### src/rtl/clarvi_slice_collector.sv
// rtl/clarvi_slice_collector.sv - reassembles eight byte slices into one 64-bit word
// Slices may arrive in any order; a completed word is held until the consumer takes it.
module clarvi_slice_collector #(
    parameter int SLICE_W   = 8,
    parameter int NUM_PARTS = 8
) (
    input  logic                           clock_i,
    input  logic                           reset_i,
    input  logic                           in_valid_i,
    output logic                           in_ready_o,
    input  logic [$clog2(NUM_PARTS)-1:0]   in_part_i,
    input  logic [SLICE_W-1:0]             in_data_i,
    input  logic [4:0]                     in_rd_i,
    input  logic                           in_is32_i,
    input  logic                           flush_i,
    output logic                           out_valid_o,
    input  logic                           out_ready_i,
    output logic [SLICE_W*NUM_PARTS-1:0]   out_data_o,
    output logic [4:0]                     out_rd_o,
    output logic                           err_dup_o,
    output logic                           err_tag_o
);

    localparam int DATA_W = SLICE_W * NUM_PARTS;
    localparam int HALF_W = DATA_W / 2;
    localparam int IDX_W  = $clog2(DATA_W);

    typedef enum logic [1:0] {
        IDLE    = 2'd0,
        COLLECT = 2'd1,
        FULL    = 2'd2
    } state_e;

    state_e                 state_q;
    logic [NUM_PARTS-1:0]   mask_q;
    logic [DATA_W-1:0]      data_q;
    logic [4:0]             rd_q;
    logic                   is32_q;
    logic                   out_valid_q;
    logic                   err_dup_q;
    logic                   err_tag_q;

    logic                   accept;
    logic [NUM_PARTS-1:0]   part_bit;
    logic [NUM_PARTS-1:0]   mask_d;
    logic [IDX_W-1:0]       base;

    assign in_ready_o = (state_q != FULL);
    // flush wins over acceptance, so a killed cycle never touches the word
    assign accept     = in_valid_i && in_ready_o && !flush_i;
    assign part_bit   = {{(NUM_PARTS-1){1'b0}}, 1'b1} << in_part_i;
    assign mask_d     = mask_q | part_bit;
    assign base       = IDX_W'(in_part_i) * IDX_W'(SLICE_W);

    always_ff @(posedge clock_i) begin
        if (reset_i) begin
            state_q     <= IDLE;
            mask_q      <= '0;
            data_q      <= '0;
            rd_q        <= '0;
            is32_q      <= 1'b0;
            out_valid_q <= 1'b0;
            err_dup_q   <= 1'b0;
            err_tag_q   <= 1'b0;
        end else begin
            err_dup_q <= 1'b0;
            err_tag_q <= 1'b0;
            case (state_q)
                IDLE: begin
                    if (accept) begin
                        rd_q                    <= in_rd_i;
                        is32_q                  <= in_is32_i;
                        mask_q                  <= part_bit;
                        data_q[base +: SLICE_W] <= in_data_i;
                        state_q                 <= COLLECT;
                    end
                end
                COLLECT: begin
                    if (flush_i) begin
                        mask_q  <= '0;
                        state_q <= IDLE;
                    end else if (accept) begin
                        // a foreign tag is rejected before the duplicate check
                        if (in_rd_i != rd_q) begin
                            err_tag_q <= 1'b1;
                        end else if (mask_q[in_part_i]) begin
                            err_dup_q <= 1'b1;
                        end else begin
                            mask_q                  <= mask_d;
                            data_q[base +: SLICE_W] <= in_data_i;
                            if (mask_d == '1) begin
                                state_q     <= FULL;
                                out_valid_q <= 1'b1;
                            end
                        end
                    end
                end
                FULL: begin
                    if (out_ready_i) begin
                        mask_q      <= '0;
                        out_valid_q <= 1'b0;
                        state_q     <= IDLE;
                    end
                end
                default: begin
                    mask_q      <= '0;
                    out_valid_q <= 1'b0;
                    state_q     <= IDLE;
                end
            endcase
        end
    end

    assign out_valid_o = out_valid_q;
    assign out_rd_o    = rd_q;
    assign err_dup_o   = err_dup_q;
    assign err_tag_o   = err_tag_q;
    assign out_data_o  = is32_q ? {{HALF_W{data_q[HALF_W-1]}}, data_q[HALF_W-1:0]} : data_q;

endmodule
### config.mk
export PLATFORM = sky130hd
export DESIGN_NAME = clarvi_slice_collector
export DESIGN_NICKNAME = d
export VERILOG_FILES = /design/src/rtl/clarvi_slice_collector.sv
export SDC_FILE = /design/constraint.sdc
export NUM_CORES = 1
export LEC_CHECK = 0
export CORE_ASPECT_RATIO = 0.6
export CORE_UTILIZATION = 46
export DETAILED_ROUTE_END_ITERATION = 10
export PLACE_DENSITY = 0.87
export SYNTH_ARGS = -nofsm -noshare
export SYNTH_HDL_FRONTEND = slang
export SYNTH_SLANG_ARGS = --single-unit
### constraint.sdc
create_clock -name clock_i -period 2.2 [get_ports clock_i]
set_input_delay 0.44 -clock clock_i [delete_from_list [all_inputs] [get_ports clock_i]]
set_output_delay 0.44 -clock clock_i [all_outputs]
set_load 0.05 [all_outputs]
# Yosys cells after proc, flatten, opt, wreduce, memory -nomap -nowiden
# Cells that the tools add are included.
[totals]
wordCells = 79
reg_bits = 83
[classes]
n_bitwise = 4
reduce_logical = 12
eq_ne = 16
order_cmp = 1
addsub = 1
shifts = 3
muxes = 34
[ops]
columns = ["cell", "count"]
rows = [
  ["two-way mux 64 bit", 6],
  ["case mux 64 bit (2 select lines)", 1],
  ["bitwise mux 64 bit", 1],
  ["variable shift 8 x 8 -> 64 bit, first input constant", 1],
  ["indexed part select 8 x 8 -> 64 bit", 1],
  ["two-way mux 8 bit", 6],
  ["case mux 8 bit (3 select lines)", 1],
  ["inequality test 2 bit, second input constant", 8],
  ["two-way mux 2 bit", 7],
  ["inequality test 3 bit, second input constant", 4],
  ["AND reduction 6 bit", 2],
  ["two-way mux 1 bit", 9],
  ["== test 8 bit, second input constant", 1],
  ["negator 6 -> 8 bit", 1],
  ["OR 8 bit", 1],
  ["left shift 1 x 3 -> 8 bit, first input constant", 1],
  ["AND reduction 7 bit", 1],
  ["case mux 2 bit (3 select lines)", 1],
  ["inequality test 5 bit", 1],
  ["AND reduction 5 bit", 1],
  ["OR reduction 5 bit", 1],
  ["< comparator 3 x 4 -> 1 bit, second input constant", 1],
  ["OR reduction 4 bit", 1],
  ["binary-select mux 1 bit (select 3 bit)", 1],
  ["other kinds (9)", 12],
]

# Longest topological paths before layout
# Gate-level depths: netlist of run 1.
[depth]
depth_word = 9
ltp_mapped = 10

# Least setup slack after synthesis of run 1
# Ideal clock, no wire load.
[synth_timing]
path_kind = "input to register"
from = "in in_part_i[1]"
to = "reg data_q[12]"
setup_slack_ps = -100
path_stages = 10
path_buffers = 3
setup_time_ps = 70
arrival_ps = 2229
cell_sequence = "buf_6 inv_1 ha_1 ha_1 clkbuf_1 nor2_1 nand3_1 clkbuf_1 or3_1 a21oi_1"
[synth_between]
elab_chain_cells = 8
[synth_rtl]
columns = ["item", "line", "rtl"]
rows = [
  ["start, declared", "11", "input logic [$clog2(NUM_PARTS)-1:0] in_part_i,"],
  ["negator 6 -> 8 bit", "74, 90", ""],
  ["indexed part select 8 x 8 -> 64 bit / variable shift 8 x 8 -> 64 bit (equally long branches)", "74, 90", ""],
  ["bitwise mux 64 bit", "74, 90", ""],
  ["two-way mux 64 bit", "86", "end else if (mask_q[in_part_i]) begin"],
  ["two-way mux 64 bit", "84", "if (in_rd_i != rd_q) begin"],
  ["two-way mux 64 bit", "82", "end else if (accept) begin"],
  ["two-way mux 64 bit", "79", "if (flush_i) begin"],
  ["case mux 64 bit (2 select lines)", "68", "case (state_q)"],
  ["end signal, assigned by index", "74", "data_q[base +: SLICE_W] <= in_data_i;"],
  ["end signal, assigned by index", "90", "data_q[base +: SLICE_W] <= in_data_i;"],
  ["end, declared", "36", "logic [DATA_W-1:0] data_q;"],
]
# Several ways; a longest one is shown, not always the timed one. The select of a mux whose other input is x is not followed.
# A chain may end at the register's enable or synchronous reset.

# Worst setup path in the final report of run 1
[layout_timing]
from = "in in_rd_i[4]"
to = "reg data_q[0]"
[layout_between]
elab_chain_cells = 3
[layout_rtl]
columns = ["item", "line", "rtl"]
rows = [
  ["start, declared", "13", "input logic [4:0] in_rd_i,"],
  ["inequality test 5 bit", "84", ""],
  ["inequality test 2 bit (no line)", "n/a", ""],
  ["AND reduction 6 bit (no line)", "n/a", ""],
]
# Every way passes these cells.

==> results of run 1 <==
cell families after synthesis:
kind of cell,Yosys count,share of synthesized area
AND/OR/NAND/NOR,142,0.190
adder cells (fa/ha/maj),6,0.0175
flip-flops,83,0.388
buffers and inverters,103,0.128
XOR/XNOR,5,0.0102
multiplexers,37,0.0904
AO/OA/AOI/OAI,127,0.176
sequential cells by signal, summed over array words and instances, names as in the netlist:
| register | flops |
|---|---|
| out_valid_o | 1 |
| data_q | 64 |
| err_dup_o | 1 |
| state_q | 2 |
| out_rd_o | 5 |
| err_tag_o | 1 |
| mask_q | 8 |
| is32_q | 1 |
final timing paths:
check                                              from                 endpoint  depth (start not counted)
worst max-delay path                         in_rd_i[4]   data_q[0]$_SDFFE_PP0P_                          8
worst min-delay path            data_q[30]$_SDFFE_PP0P_  data_q[30]$_SDFFE_PP0P_                          2
worst max register to register   mask_q[1]$_SDFFE_PP0P_  data_q[44]$_SDFFE_PP0P_                          6
worst min register to register  data_q[30]$_SDFFE_PP0P_  data_q[30]$_SDFFE_PP0P_                          2
layout make-up:
| class | instances | area [um2] | area share |
|---|---|---|---|
| multi-input cells | 317 | 2170 | 0.353 |
| repair buffers | 156 | 1730 | 0.282 |
| flip-flops and latches | 83 | 1660 | 0.270 |
| clock buffers | 11 | 233 | 0.0379 |
| inverters | 38 | 143 | 0.0232 |
| well taps | 112 | 140 | 0.0228 |
| clock inverters | 3 | 65.1 | 0.0106 |
where the power goes:
part           switching (mW)  internal (mW)  leakage [nW]  total (mW)
clock                   0.575          0.980         0.145        1.55
sequential             0.0147           1.52         0.670        1.54
combinational           0.287          0.205          1.65       0.492
per-layer routing:
metal,vias to the layer above,global-route usage
met5,-,0
met4,0,0.0831
met3,29,0.0886
met2,232,0.417
met1,1921,0.352
li1,1911,-
timing repair:
action / in CTS / in global routing
endpoints found under the setup margin: 75 / 32
buffers inserted: 3 / 4
pin swaps: 2 / 5
resized for setup: 21 / 10
gates cloned: 0 / 1
cells in the mapped netlist, types with 2 or more instances:
master / instances / area [um2]
dfxtp_1: 83 / 1660
o21ai_0: 71 / 355
nand2b_1: 41 / 257
inv_1: 37 / 139
buf_4: 36 / 270
mux2i_1: 33 / 330
a21oi_1: 26 / 130
nand2_1: 25 / 93.8
clkbuf_1: 22 / 82.6
nor2_1: 17 / 63.8
nor2b_1: 11 / 68.8
nand4_1: 10 / 62.6
nand3_1: 8 / 40.0
ha_1: 6 / 75.1
o41ai_1: 6 / 52.6
a32o_1: 5 / 50.1
nor3_1: 5 / 25.0
or4_1: 5 / 37.5
xor2_1: 5 / 43.8
o31ai_1: 4 / 30.0
or3_1: 4 / 25.0
a22o_1: 3 / 26.3
buf_6: 3 / 33.8
mux2_2: 3 / 33.8
nand3b_1: 3 / 22.5
a211oi_1: 2 / 15.0
and2_1: 2 / 12.5
clkbuf_2: 2 / 10.0
nand3_2: 2 / 20.0
nand4b_1: 2 / 17.5
critical path: cells and delay by family:
kind / cells / cell delay [ns]
AND/OR/NAND/NOR: 2 / 0.73
XOR/XNOR: 1 / 0.16
AO/OA/AOI/OAI: 1 / 0.14
multiplexers: 1 / 0.12
buffers and inverters: 3 / 0.79
per-stage QoR:
step | power (mW) | TNS [ns] | instance area, um2
final | 3.58 | 0 | 6150
after global routing | 3.69 | -0.0154 | 6150
after CTS | 3.58 | 0 | 6090
after detailed placement | 2.02 | -46.10 | 5710
after global placement | 2.01 | -40.55 | 5710
after floorplan | 1.80 | -0.0583 | 4300
cells in the final DEF (no fill, tap or decap), drive strengths merged, types with 11 or more instances in the layout:
cell           netlist  final
inv                 38     38
clkdlybuf4s50        0     57
nand2               25     25
o21ai               71     71
clkbuf              24     12
mux2i               33     33
buf                 41     96
a21oi               26     26
nand2b              41     41
nor2                17     17
dfxtp               83     83
nor2b               11     11
==> summary.md, run 1 <==
| Metric | Value |
|---|---|
| CP Max Fanout | 8 |
| DRC viols | 0 |
| Die Ht | 76.7 um |
| # hold bufs at CTS | 0 |
| Post-Layout Cell Count | between 700 and 800 |
| Slew Limit Headroom | 0.586 |
| Slowest stage cell, crit path | or4_4 |
| Worst vdd ir | 0.000396 V |
| Syn Std Cell Area | 0.00428 mm2 |
| Via/cell ratio | 5.68 |
| Mean Syn Cell Area | 8.51 um2 |
| Largest net degree at the start of global routing | 45 |
| Hold Slack | about 0.47 ns |
| Leak | 2.47 nW |
| Critical Path RT | 2.41 ns |
| Core ar. | 0.00875 mm2 |
| CTS tree | yes |
| Wire length on met1 | 5890 um |
| Critical Path Start Type | input pin |
| Worst path max stage delay | around 0.54 ns |
| Final count of hold timing violations | 0 |
| Starting Density | 0.489 |
| Sequential fraction of the synthesis area | 0.388 |
| FF+latch count, synth | between 80 and 90 |
| Layout area overhead | 43.7% |
| Asr flop ratio synth | 0 |
| Time the worst path needs with I/O delays and setup | 2.17 ns |
| Setup-failing EPs final | 0 |
| Clk sink count | 83 |
| Placed cells | about 700 |
| R2R Setup Slk | 0.10 ns |
| Clock Latency Late Sink | 0.34 ns |
| Vias after detailed routing | 4093 |
| Gr ovfl total | 0 |
| Clock root buffer | clkbuf_16 |
| # diodes | 0 |
| Met3 WL | 1220 um |
| RSZ-0062 raised after global routing | yes |
| CTS buffer count | 9 |
| Ys Warns | 0 |
| WP data arrival | 2.38 ns |
| Max_cap viols | 0 |
| DR top layer | met4 |
| Gate count after technology mapping | between 500 and 600 |
| PD cells | 583 mW/mm2 |
| Core Util, Final | 0.702 |
| GRT Total Usage | 0.268 |
| Tcrit/Tclk final | 0.985 |
| Setup Skew | 0.00661 ns |
| Unique cell type count in the Yosys netlist | 51 |
| Met2 Wirelength | between 5000 and 6000 um |
| Vias in the first global route | 3925 |
| Final ANT Viol Nets | 0 |
| First-pass DRT Iterations | 5 |
| Fin nets | 633 |
| I/O pin total | 95 |
| EDFF count, synth | 0 |
| Measured slew at the worst slew-check pin | a little over 0.6 ns |
| Initial antenna violation count | 0 |
| DP HPWL | 9000 um |
| DIE AREA | 0.00970 mm2 |
| First-pass GRT wire length | 20100 um |
| DIE WIDTH | 127 um |
| DRT iter0 DRCs | 351 |
| Share of layout cells above drive strength 1 | 0.220 |
| Fill cells | 609 |
| Crit-path cells | clkdlybuf4s50_1 > xor2_1 > nor3_2 > buf_4 > a311oi_4 > or4_4 > buf_12 > mux2i_1 |
| CP endpoint kind | register |
| CTS Buffer Depth | 2 |
| Site Rows | 26 |
| Gp weighted congestion | 0.909 |
| Dpl ws | -0.813 ns |
| Hold Crit Class | register to register |
| Drt wl/cell | 18.0 um |
| Crit Path Category | input pin to register |
| Syn Nets | around 530 |
| Clk pin slew, worst setup/hold paths | 0.06 ns |
| Setup WS post-layout | 0.0336 ns |
| H-tree level count | 3 |
| Synth Flop Type | dfxtp_1 |
| DRT Wirelength | 13000 um |
| Outcome | completed |
| Input/output buffers | 94 |
| Max-slew violations | 0 |
| Fmax | 462 MHz |
(Power assumes the default switching activity.)
==> run 2: changes to the inputs <==
--- a/config.mk
+++ b/config.mk
@@ -9,4 +9,5 @@
 export CORE_UTILIZATION = 46
 export DETAILED_ROUTE_END_ITERATION = 10
+export GPL_TIMING_DRIVEN = 0
 export PLACE_DENSITY = 0.87
 export SYNTH_ARGS = -nofsm -noshare
==> constraint.sdc (replaced) <==
create_clock -name clock_i -period 2.2 [get_ports clock_i]
set_input_delay 0.22 -clock clock_i [delete_from_list [all_inputs] [get_ports clock_i]]
set_output_delay 0.22 -clock clock_i [all_outputs]
set_load 0.05 [all_outputs]
==> run 2 against run 1 <==
Against the previous run: first-iteration DRC count rose by 29%; via count grew 1.3%; cell count grew 0.42%; design area decreased by 7.9%; clock power about the same; non-clock buffer count rose by 1; sequential share of layout area is 2.4 points higher; critical endpoint is now data_q[12]$_SDFFE_PP0P_.
==> summary.md, run 2 (synthesized netlist as in run 1, its figures left out) <==
| Metric | Value |
|---|---|
| Tcrit/Tclk final | 0.985 (about the same) |
| Hold Crit Class | input pin to register (was register to register) |
| First-pass DRT Iterations | 5 (unchanged) |
| PD cells | 625 mW/mm2 (was 583 mW/mm2) |
| Met2 Wirelength | 5540 um (was 5650 um) |
| Max-slew violations | 0 (unchanged) |
| CP Depth | 9 (was 8) |
| Time the worst path needs with I/O delays and setup | 2.17 ns (about the same) |
| DRT Wirelength | 12700 um (was 13000 um) |
| Input/output buffers | 94 (unchanged) |
| Crit path launch | in_part_i[0] (was in_rd_i[4]) |
| H-tree level count | 3 (unchanged) |
| Most frequent cells in the layout | dfxtp_1 (80), o21ai_0 (70), clkdlybuf4s50_1 (58) (was dfxtp_1 (83), o21ai_0 (66), clkdlybuf4s50_1 (57), buf_4 (57), nand2b_1 (41)) |
| Layout area overhead | 32.3% (was 43.7%) |
| I/O pin total | 95 (unchanged) |
| Worst vdd ir | 0.000451 V (was 0.000396 V) |
| Clk sink count | 83 (unchanged) |
| Gr ovfl total | 0 (unchanged) |
| Fin nets | 634 (was 633) |
| WP data arrival | 2.44 ns (was 2.38 ns) |
| Fill cells | 671 (was 609) |
| R2R Setup Slk | 0.04 ns (was 0.10 ns) |
| Share of layout cells above drive strength 1 | 0.200 (was 0.220) |
| Setup-failing EPs final | 0 (unchanged) |
| Final count of hold timing violations | 0 (unchanged) |
| CP endpoint kind | register (unchanged) |
| Slew Limit Headroom | 0.594 (was 0.586) |
| CTS tree | yes (unchanged) |
| Critical Path RT | 2.47 ns (was 2.41 ns) |
| Crit-path cells | clkdlybuf4s15_2 > inv_2 > ha_2 > nand2_2 > nor2_4 > nand3_1 > clkbuf_2 > or3_1 > a21oi_1 (was clkdlybuf4s50_1 > xor2_1 > nor3_2 > buf_4 > a311oi_4 > or4_4 > buf_12 > mux2i_1) |
| Commonest non-fill, non-tap cell in the layout | dfxtp_1 (unchanged) |
| Wire length on met1 | 5610 um (was 5890 um) |
| Core ar. | 0.00875 mm2 (unchanged) |
| Met3 WL | 1240 um (was 1220 um) |
| Vias in the first global route | 3943 (was 3925) |
| Slowest stage cell, crit path | ha_2 (was or4_4) |
| Starting Density | 0.489 (unchanged) |
| Critical path buffers and inverters | 3 (unchanged) |
| Site Rows | 26 (unchanged) |
| Measured slew at the worst slew-check pin | 0.607 ns (was 0.620 ns) |
| Largest net degree at the start of global routing | 16 (was 45) |
| DIE WIDTH | 127 um (unchanged) |
| GRT Total Usage | 0.267 (was 0.268) |
| Outcome | completed (unchanged) |
| Gp weighted congestion | 0.856 (was 0.909) |
| Hold Crit Start | in_is32_i (was data_q[30]$_SDFFE_PP0P_) |
| Max reg flops | 64 (unchanged) |
| R2R Path Start | mask_q[4]$_SDFFE_PP0P_ (was mask_q[1]$_SDFFE_PP0P_) |
| CP Max Fanout | 10 (was 8) |
| CTS Buffer Depth | 2 (unchanged) |
| DIE AREA | 0.00970 mm2 (unchanged) |
| Core Util, Final | 0.647 (was 0.702) |
| Max_cap viols | 0 (unchanged) |
| Dpl ws | -1.00 ns (was -0.813 ns) |
| Clock Latency Late Sink | 0.34 ns (about the same) |
| Drt wl/cell | 17.5 um (was 18.0 um) |
| Crit Path Category | input pin to register (unchanged) |
| DRC viols | 0 (unchanged) |
| Vias after detailed routing | 4145 (was 4093) |
| CTS buffer count | 9 (unchanged) |
| Via/cell ratio | 5.73 (was 5.68) |
| DP HPWL | 8980 um (was 9000 um) |
| Worst-case reg-to-reg path depth | 6 (unchanged) |
| DR top layer | met4 (unchanged) |
| Final ANT Viol Nets | 0 (unchanged) |
| Largest register by flop count | data_q (unchanged) |
| Clk pin slew, worst setup/hold paths | 0.06 ns (about the same) |
| CP top delay family | simple AND/OR/NAND/NOR gates (was buffers and inverters) |
| R2r endpoint | data_q[13]$_SDFFE_PP0P_ (was data_q[44]$_SDFFE_PP0P_) |
| Setup WS post-layout | 0.0329 ns (was 0.0336 ns) |
| Clock root buffer | clkbuf_16 (unchanged) |
| Leak | 2.31 nW (was 2.47 nW) |
| Fmax | 461 MHz (was 462 MHz) |
| Critical Path Start Type | input pin (unchanged) |
| CP Capture Point | data_q[12]$_SDFFE_PP0P_ (was data_q[0]$_SDFFE_PP0P_) |
| Die Ht | 76.7 um (unchanged) |
| Tot Pwr | 3.54 mW (was 3.58 mW) |
| # hold bufs at CTS | 0 (unchanged) |
| DRT iter0 DRCs | 452 (was 351) |
| First-pass GRT wire length | 20100 um (about the same) |
| Worst path max stage delay | 0.43 ns (was 0.54 ns) |
| Setup Skew | 0.00851 ns (was 0.00661 ns) |
| Area of the multi-input gates | 0.00219 mm2 (was 0.00217 mm2) |
| Initial antenna violation count | 0 (unchanged) |
| Sequential Area | 0.00167 mm2 (was 0.00166 mm2) |
| # diodes | 0 (unchanged) |
| RSZ-0062 raised after global routing | yes (unchanged) |
run 2: area by class of cell:
type                    instances  area share
well taps                     112      0.0248
flip-flops and latches         83       0.294
plain buffers                  61      0.0721
repair buffers                 96       0.142
multi-input cells             317       0.386
clock buffers                  10      0.0422
clock inverters                 6      0.0130
inverters                      38      0.0252
run 2: worst min-delay path by stage:
| stage | endpoint | cells past startpoint |
|---|---|---|
| 6_report | is32_q$_SDFFE_PP0P_ | 3 |
| 4_1_cts | is32_q$_SDFFE_PP0P_ | 3 |
| 5_1_grt | is32_q$_SDFFE_PP0P_ | 3 |
| 2_1_floorplan | is32_q$_SDFFE_PP0P_ | 2 |
| 3_5_place_dp | data_q[59]$_SDFFE_PP0P_ | 2 |
| 3_3_place_gp | data_q[4]$_SDFFE_PP0P_ | 2 |
run 2: worst reg2reg max path, delay by kind of cell, from the launching register on:
family / cells / cell delay (ns)
muxes: 2 / 0.64
AOI/OAI and AO/OA: 3 / 0.78
buffers and inverters: 1 / 0.29
DFF: 1 / 0.38
run 2: layer usage:
metal	GRT usage	up-vias
li1	-	1922
met1	0.355	1974
met2	0.419	221
met3	0.0768	28
met4	0.0783	0
met5	0	-
run 2: power breakdown:
group / switching, mW / total, mW / internal (mW)
clock network: 0.652 / 1.57 / 0.922
registers: 0.0162 / 1.54 / 1.52
logic: 0.276 / 0.424 / 0.148
total: 0.944 / 3.54 / 2.59
run 2: what timing repair did:
| item | in CTS | in global routing |
|---|---|---|
| gates resized for setup | 64 | 103 |
| pin swaps | 3 | 3 |
| setup buffers | 2 | 0 |
| endpoints found under the setup margin | 107 | 77 |
run 2: per-stage QoR:
stage	setup TNS (ns)	cells	hold WS, ns	instance area, um2
6_report	0	723	0.438	5660
5_1_grt	-0.0673	723	0.451	5660
4_1_cts	0	725	0.443	5760
3_5_place_dp	-54.72	709	0.467	5360
3_3_place_gp	-50.05	709	0.463	5360
2_1_floorplan	0	503	0.356	4280
